===== src/rtl/sram_port_arbiter_pkg.sv =====
// ---------------------------------------------------------------------------
// sram_arb_pkg
//   Shared types and constants for the SRAM port arbiter slice.
//   - state_t : arbiter FSM states
//   - owner_t : owner codes reported on the owner debug output
//   - *_DEF   : default address / write-data / read-data widths
// ---------------------------------------------------------------------------
package sram_arb_pkg;

   localparam int ADDR_W_DEF  = 32;
   localparam int WDATA_W_DEF = 32;
   localparam int RDATA_W_DEF = 64;

   typedef enum logic [1:0] {
      IDLE    = 2'd0,
      SERVE_D = 2'd1,
      SERVE_I = 2'd2,
      RESP    = 2'd3
   } state_t;

   typedef enum logic [1:0] {
      OWN_NONE = 2'b00,
      OWN_D    = 2'b01,
      OWN_I    = 2'b10
   } owner_t;

endpackage


===== src/rtl/sram_port_arbiter_if.sv =====
// ---------------------------------------------------------------------------
// sram_port_arbiter_if
//   Bundles the D requester, I requester and SRAM controller signals of the
//   arbiter.
//   Modports:
//     slave  : the arbiter's view (requests and SRAM results in, grants out)
//     master : the environment's view (drives requests and SRAM results)
//   Signals:
//     d_read_en/d_write_en/d_address/d_wdata -> D request
//     d_rdata/d_ready                         <- D read data and completion
//     i_read_en/i_address                     -> I request
//     i_rdata/i_ready                         <- I read data and completion
//     read_en/write_en/address/writeData      <- to SRAM controller
//     readData/ready                          -> from SRAM controller
//     owner                                   <- current owner (debug)
// ---------------------------------------------------------------------------
interface sram_port_arbiter_if
   import sram_arb_pkg::*;
#(
   parameter int ADDR_W  = ADDR_W_DEF,
   parameter int WDATA_W = WDATA_W_DEF,
   parameter int RDATA_W = RDATA_W_DEF
);

   logic               d_read_en;
   logic               d_write_en;
   logic [ADDR_W-1:0]  d_address;
   logic [WDATA_W-1:0] d_wdata;
   logic [RDATA_W-1:0] d_rdata;
   logic               d_ready;

   logic               i_read_en;
   logic [ADDR_W-1:0]  i_address;
   logic [RDATA_W-1:0] i_rdata;
   logic               i_ready;

   logic               read_en;
   logic               write_en;
   logic [ADDR_W-1:0]  address;
   logic [WDATA_W-1:0] writeData;
   logic [RDATA_W-1:0] readData;
   logic               ready;

   logic [1:0]         owner;

   modport slave (
      input  d_read_en, d_write_en, d_address, d_wdata,
      input  i_read_en, i_address,
      input  readData, ready,
      output d_rdata, d_ready, i_rdata, i_ready,
      output read_en, write_en, address, writeData,
      output owner
   );

   modport master (
      output d_read_en, d_write_en, d_address, d_wdata,
      output i_read_en, i_address,
      output readData, ready,
      input  d_rdata, d_ready, i_rdata, i_ready,
      input  read_en, write_en, address, writeData,
      input  owner
   );

endinterface


===== src/rtl/sram_port_arbiter_pick.sv =====
// ---------------------------------------------------------------------------
// sram_arb_pick
//   Combinational winner select between the D and I requesters.
//   Build option (macro ARB_ROUND_ROBIN_EN):
//     undefined : fixed priority, D always wins a tie so a MEM-stage access
//                 can never be starved behind instruction fetch
//     defined   : on a tie, the requester that was NOT granted last wins
//   With only one requester active both builds grant that requester.
//   Ports:
//     d_req, i_req -> pending requests
//     last_owner   -> owner of the most recent grant
//     grant_d      <- D wins this cycle
//     grant_i      <- I wins this cycle
// ---------------------------------------------------------------------------
module sram_arb_pick
   import sram_arb_pkg::*;
(
   input  logic   d_req,
   input  logic   i_req,
   input  owner_t last_owner,
   output logic   grant_d,
   output logic   grant_i
);

`ifndef ARB_ROUND_ROBIN_EN
   logic [1:0] unused_last_owner;
   assign unused_last_owner = last_owner;
`endif

   // Tie resolution is the only thing the build option changes; a lone
   // requester is always granted.
   always_comb begin
      grant_d = 1'b0;
      grant_i = 1'b0;
      if (d_req && i_req) begin
`ifdef ARB_ROUND_ROBIN_EN
         if (last_owner == OWN_D) begin
            grant_i = 1'b1;
         end else begin
            grant_d = 1'b1;
         end
`else
         grant_d = 1'b1;
`endif
      end else if (d_req) begin
         grant_d = 1'b1;
      end else if (i_req) begin
         grant_i = 1'b1;
      end
   end

endmodule


===== src/rtl/sram_port_arbiter.sv =====
// ---------------------------------------------------------------------------
// sram_port_arbiter
//   Shares the single SRAM controller port between instruction fetch (I)
//   and data memory (D). One transaction is served to completion, then the
//   owner gets a one-cycle ready pulse together with its read data.
//   Build option: ARB_ROUND_ROBIN_EN selects round-robin tie breaking
//   instead of fixed D-over-I priority.
//   Ports:
//     clk  -> rising-edge clock
//     rst  -> asynchronous active-high reset
//     bus  -> sram_port_arbiter_if.slave (requesters + SRAM controller)
// ---------------------------------------------------------------------------
module sram_port_arbiter
   import sram_arb_pkg::*;
#(
   parameter int ADDR_W  = ADDR_W_DEF,
   parameter int WDATA_W = WDATA_W_DEF,
   parameter int RDATA_W = RDATA_W_DEF
)
(
   input  logic               clk,
   input  logic               rst,
   sram_port_arbiter_if.slave bus
);

   state_t             state;
   owner_t             owner_q;
   owner_t             last_owner;
   logic               read_en_q;
   logic               write_en_q;
   logic [ADDR_W-1:0]  address_q;
   logic [WDATA_W-1:0] write_data_q;
   logic [RDATA_W-1:0] d_rdata_q;
   logic [RDATA_W-1:0] i_rdata_q;
   logic               d_ready_q;
   logic               i_ready_q;

   logic               d_req;
   logic               i_req;
   logic               grant_d;
   logic               grant_i;

   // A simultaneous read+write from D counts as a single request (a write).
   assign d_req = bus.d_read_en | bus.d_write_en;
   assign i_req = bus.i_read_en;

   sram_arb_pick u_pick (
      .d_req      (d_req),
      .i_req      (i_req),
      .last_owner (last_owner),
      .grant_d    (grant_d),
      .grant_i    (grant_i)
   );

   // Main FSM. The SRAM-side registers double as the captured request, so
   // once granted the transaction no longer depends on requester inputs.
   // RESP is a mandatory gap cycle: the requester drops or changes its
   // request while we are there, so a stale request is never re-granted.
   always_ff @(posedge clk or posedge rst) begin
      if (rst) begin
         state        <= IDLE;
         owner_q      <= OWN_NONE;
         last_owner   <= OWN_I;
         read_en_q    <= 1'b0;
         write_en_q   <= 1'b0;
         address_q    <= '0;
         write_data_q <= '0;
         d_rdata_q    <= '0;
         i_rdata_q    <= '0;
         d_ready_q    <= 1'b0;
         i_ready_q    <= 1'b0;
      end else begin
         case (state)
            IDLE: begin
               if (grant_d) begin
                  state        <= SERVE_D;
                  owner_q      <= OWN_D;
                  last_owner   <= OWN_D;
                  address_q    <= bus.d_address;
                  write_data_q <= bus.d_wdata;
                  write_en_q   <= bus.d_write_en;
                  read_en_q    <= ~bus.d_write_en;
               end else if (grant_i) begin
                  state        <= SERVE_I;
                  owner_q      <= OWN_I;
                  last_owner   <= OWN_I;
                  address_q    <= bus.i_address;
                  write_data_q <= '0;
                  write_en_q   <= 1'b0;
                  read_en_q    <= 1'b1;
               end
            end

            SERVE_D, SERVE_I: begin
               if (bus.ready) begin
                  if (read_en_q) begin
                     if (state == SERVE_D) begin
                        d_rdata_q <= bus.readData;
                     end else begin
                        i_rdata_q <= bus.readData;
                     end
                  end
                  if (state == SERVE_D) begin
                     d_ready_q <= 1'b1;
                  end else begin
                     i_ready_q <= 1'b1;
                  end
                  read_en_q  <= 1'b0;
                  write_en_q <= 1'b0;
                  state      <= RESP;
               end
            end

            RESP: begin
               d_ready_q <= 1'b0;
               i_ready_q <= 1'b0;
               owner_q   <= OWN_NONE;
               state     <= IDLE;
            end

            default: begin
               state <= IDLE;
            end
         endcase
      end
   end

   assign bus.read_en   = read_en_q;
   assign bus.write_en  = write_en_q;
   assign bus.address   = address_q;
   assign bus.writeData = write_data_q;
   assign bus.d_rdata   = d_rdata_q;
   assign bus.i_rdata   = i_rdata_q;
   assign bus.d_ready   = d_ready_q;
   assign bus.i_ready   = i_ready_q;
   assign bus.owner     = owner_q;

endmodule


===== src/flat_wrapper.sv =====
// flat-port wrapper written by rule: the top's interface ports become plain ports
module sram_port_arbiter_flat import sram_arb_pkg::*;
#(
   parameter int ADDR_W  = ADDR_W_DEF,
   parameter int WDATA_W = WDATA_W_DEF,
   parameter int RDATA_W = RDATA_W_DEF
)
  (clk, rst, bus_d_read_en, bus_d_write_en, bus_d_address, bus_d_wdata, bus_i_read_en, bus_i_address, bus_readData, bus_ready, bus_d_rdata, bus_d_ready, bus_i_rdata, bus_i_ready, bus_read_en, bus_write_en, bus_address, bus_writeData, bus_owner);
  sram_port_arbiter_if #(.ADDR_W(ADDR_W), .WDATA_W(WDATA_W), .RDATA_W(RDATA_W)) bus_i ();
  input  logic clk;
  input  logic rst;
  input wire logic [$bits(bus_i.d_read_en)-1:0] bus_d_read_en;
  input wire logic [$bits(bus_i.d_write_en)-1:0] bus_d_write_en;
  input wire logic [$bits(bus_i.d_address)-1:0] bus_d_address;
  input wire logic [$bits(bus_i.d_wdata)-1:0] bus_d_wdata;
  input wire logic [$bits(bus_i.i_read_en)-1:0] bus_i_read_en;
  input wire logic [$bits(bus_i.i_address)-1:0] bus_i_address;
  input wire logic [$bits(bus_i.readData)-1:0] bus_readData;
  input wire logic [$bits(bus_i.ready)-1:0] bus_ready;
  output wire logic [$bits(bus_i.d_rdata)-1:0] bus_d_rdata;
  output wire logic [$bits(bus_i.d_ready)-1:0] bus_d_ready;
  output wire logic [$bits(bus_i.i_rdata)-1:0] bus_i_rdata;
  output wire logic [$bits(bus_i.i_ready)-1:0] bus_i_ready;
  output wire logic [$bits(bus_i.read_en)-1:0] bus_read_en;
  output wire logic [$bits(bus_i.write_en)-1:0] bus_write_en;
  output wire logic [$bits(bus_i.address)-1:0] bus_address;
  output wire logic [$bits(bus_i.writeData)-1:0] bus_writeData;
  output wire logic [$bits(bus_i.owner)-1:0] bus_owner;
  assign bus_i.d_read_en = bus_d_read_en;
  assign bus_i.d_write_en = bus_d_write_en;
  assign bus_i.d_address = bus_d_address;
  assign bus_i.d_wdata = bus_d_wdata;
  assign bus_i.i_read_en = bus_i_read_en;
  assign bus_i.i_address = bus_i_address;
  assign bus_i.readData = bus_readData;
  assign bus_i.ready = bus_ready;
  assign bus_d_rdata = bus_i.d_rdata;
  assign bus_d_ready = bus_i.d_ready;
  assign bus_i_rdata = bus_i.i_rdata;
  assign bus_i_ready = bus_i.i_ready;
  assign bus_read_en = bus_i.read_en;
  assign bus_write_en = bus_i.write_en;
  assign bus_address = bus_i.address;
  assign bus_writeData = bus_i.writeData;
  assign bus_owner = bus_i.owner;
  sram_port_arbiter #(.ADDR_W(ADDR_W), .WDATA_W(WDATA_W), .RDATA_W(RDATA_W)) u_core (.clk(clk), .rst(rst), .bus(bus_i));
endmodule

===== config.mk =====
export PLATFORM = sky130hd
export DESIGN_NAME = sram_port_arbiter_flat
export DESIGN_NICKNAME = d
export VERILOG_FILES = /design/src/rtl/sram_port_arbiter_pkg.sv /design/src/rtl/sram_port_arbiter_if.sv /design/src/rtl/sram_port_arbiter_pick.sv /design/src/rtl/sram_port_arbiter.sv /design/src/flat_wrapper.sv
export SDC_FILE = /design/constraint.sdc
export NUM_CORES = 1
export LEC_CHECK = 0
export ABC_AREA = 1
export CAP_MARGIN = 20
export CORE_ASPECT_RATIO = 1.2
export CORE_UTILIZATION = 38
export DETAILED_ROUTE_END_ITERATION = 7
export GPL_TIMING_DRIVEN = 0
export PLACE_DENSITY_LB_ADDON = 0.08
export SLEW_MARGIN = 5
export SYNTH_ARGS = -nofsm -noshare
export SYNTH_HDL_FRONTEND = slang
export SYNTH_SLANG_ARGS = --single-unit

===== constraint.sdc =====
create_clock -name clk -period 6.32 [get_ports clk]
set_input_delay 1.264 -clock clk [delete_from_list [all_inputs] [get_ports clk]]
set_output_delay 1.264 -clock clk [all_outputs]
set_load 0.02 [all_outputs]

==> results_dict.tcl <==
set metrics [dict create \
    status "completed" \
    cts_buffers 17 \
    vias 7286 \
    clock_path_buffers 2 \
    start_kind "flop" \
    path_cells "clkdlybuf4s50_1" \
    cp_data_arrival_time_ns 1.52 \
    cp_max_fo 4 \
    dp_hpwl_um 18600 \
    first_global_vias 7156 \
    syn-instance-count 921 \
    ant_nets 0 \
    htreeDepth 4 \
    syn_avg_cell_area_um2 8.82 \
    first_pass_iters 4 \
    multi_input_area_um2 2520 \
    finalSetupViolations 0 \
    die_w_um 136 \
    holdCritPathClass "flop to flop" \
    finalNonFillerCells 1592 \
    synth.net_count 1090 \
    grtUsageTotal_pct 22.4 \
    timing.setup.tns_ns 0 \
    post-route-drc-count 0 \
    ys_ff_latch 200 \
    grt_pass1_wl_um 37800 \
    cts_resized 0 \
    place_inst 1559 \
    gp_congestion 0.812 \
    path_delay_family "buffers and inverters" \
    cts-root-buf "clkbuf_16" \
    ys_seq_area_share_pct 61.6 \
    power.total_mw 6.52 \
    synth.distinct_cells 18 \
    start_util_pct 38.8 \
    grt.overflow.total 0 \
    cts_hold_buf 0 \
    fin_crit_sh_pct 44.0 \
    critPathSlowestCell "clkdlybuf4s50_1" \
    syn2layout_area_growth_pct 57.1 \
    tightestPinTransition_ns 0.818 \
    grt_max_degree 39 \
    drt_iter0_drc 282 \
    core_area_um2 21000 \
    post-route-util_pct 60.9 \
    fp-row-count 58 \
    port-buffer-count 363 \
    critical_path_class "flop to output pin" \
    die_h_um 162 \
    seq_area_um2 5000 \
    maxCapViolCount 0 \
    clock_skew_ns 0.0162 \
    cts.sinks 200 \
    via_per_inst 4.58 \
    nets 1477 \
    routedWlPerCell_um 15.2 \
    clock_latency_ns 0.43 \
    power_per_cell_area_nw_per_um2 511 \
    drive_above_1_share_pct 6.14 \
    totalWireLength_um 24200 \
    dieArea_um2 22000 \
    cpPeakStageDelay_ns 0.67 \
    critPathBufInv 1 \
    cp.required_ns 5.06 \
    nFillCells 1971 \
    rsz0062_at_grt "no" \
    io_pins 364 \
    post-cts-setup-buffer-count 0 \
    slew_headroom_pct 45.3 \
    yosys_warnings 0 \
    slew_violations 0 \
    syn_area_um2 8130 \
    finalHoldViolations 0 \
    clock.fmax_mhz 359 \
    power_leakage_nw 6.17 \
    period_minus_slack_ns 2.78 \
    irDropWorstVdd_v 0.000265 \
    tritoncts "built" \
    antenna_found_initial 2 \
    clk_pin_slew_worst_paths_ns 0.07 \
    critPathCaptureType "output pin" \
]
[synth_stat cells, drive strengths merged]
| cell type | instances | area (um^2) |
|---|---|---|
| nand2 | 309 | 1160 |
| dfrtp | 200 | 5000 |
| inv | 78 | 293 |
| nor2 | 71 | 282 |
| o21ai | 70 | 350 |
| nand3 | 69 | 350 |
| a21oi | 65 | 325 |
| buf | 48 | 290 |
| clkbuf | 6 | 22.5 |
| ha | 3 | 37.5 |
| nand4 | 2 | 12.5 |
[worst register-to-register path, cell delays in order, from the launching register on]
cell and delay, ns:
dfrtp_1 0.40, inv_1 0.06, ha_1 0.35, nand2_1 0.14, inv_2 0.06, nand3_2 0.07
buf_4 0.20, buf_1 0.44, o21ai_1 0.12
[per-layer routing]
layer  GRT usage, %  routed length [um]  vias up
met5              0                   0        -
met4           9.96                 738        0
met3           6.46                1880       38
met2           37.7               12000      265
met1           26.4                9670     3333
li1               -                   -     3650
[flip-flops by register name (all words and copies together) (netlist names)]
name	flops
u_core.bus.i_rdata	64
u_core.bus.i_ready	1
u_core.bus.d_rdata	64
u_core.bus.writeData	32
u_core.bus.read_en	1
u_core.bus.owner	2
u_core.bus.address	32
u_core.bus.d_ready	1
u_core.state	2
u_core.bus.write_en	1
[path summary, 6_finish.rpt]
| kind | to | startpoint | cells past startpoint | slack, ns |
|---|---|---|---|---|
| max | bus_read_en | u_core.bus.read_en$_DFFE_PP0P_ | 1 | 3.54 |
| min | u_core.bus.write_en$_DFFE_PP0P_ | u_core.bus.write_en$_DFFE_PP0P_ | 2 | 0.47 |
| max reg2reg | u_core.bus.i_rdata[15]$_DFFE_PP0P_ | u_core.state[0]$_DFFE_PP0P_ | 8 | 4.35 |
| min reg2reg | u_core.bus.write_en$_DFFE_PP0P_ | u_core.bus.write_en$_DFFE_PP0P_ | 2 | 0.47 |
| max in group asynchronous | u_core.bus.d_rdata[51]$_DFFE_PP0P_ | rst | 5 | 3.84 |
| min in group asynchronous | u_core.bus.address[2]$_DFFE_PP0P_ | rst | 2 | 1.34 |
[per-stage QoR]
| step | hold WS (ns) | setup slack [ns] | area (um^2) |
|---|---|---|---|
| floorplan | 0.478 | 2.47 | 8130 |
| global placement | 0.458 | 0.754 | 12100 |
| detailed placement | 0.458 | 3.31 | 12200 |
| CTS | 0.475 | 3.51 | 12800 |
| global route | 0.503 | 3.48 | 12800 |
| finish | 0.470 | 3.54 | 12800 |
[cell usage in the layout (no fill, tap or decap), drive strengths merged]
cell             n
clkinv           5
clkinvlp         3
a21oi           65
nand2          309
nand3           69
o21ai           70
dfrtp          200
ha               3
buf             53
clkbuf          24
clkdlybuf4s50  363
diode            2
inv             83
nand4            2
nor2            71
[report_power, final]
part / switching (mW) / internal [mW] / total [mW]
clock: 0.523 / 0.523 / 1.05
sequential: 0.318 / 1.88 / 2.20
combinational: 1.78 / 1.49 / 3.28
total: 2.62 / 3.89 / 6.52
[logic make-up after synthesis]
logic type                 after synthesis  share of synthesized area (%)
adders and majority gates                3                          0.462
buffers and inverters                  132                           7.45
and+or+nand+nor                        451                           22.2
DFF                                    200                           61.6
AOI/OAI and AO/OA                      135                           8.31
[final cells by class]
cell class | count | share of cell area [%]
tap | 270 | 2.65
buffer | 54 | 2.45
timing repair buffer | 368 | 29.2
clock inverter | 13 | 1.03
sequential | 200 | 39.2
inverter | 78 | 2.32
antenna | 2 | 0.0392
multi-input combinational | 589 | 19.7
clock buffer | 18 | 3.36
No activity file was read; power rests on OpenSTA's default activity.
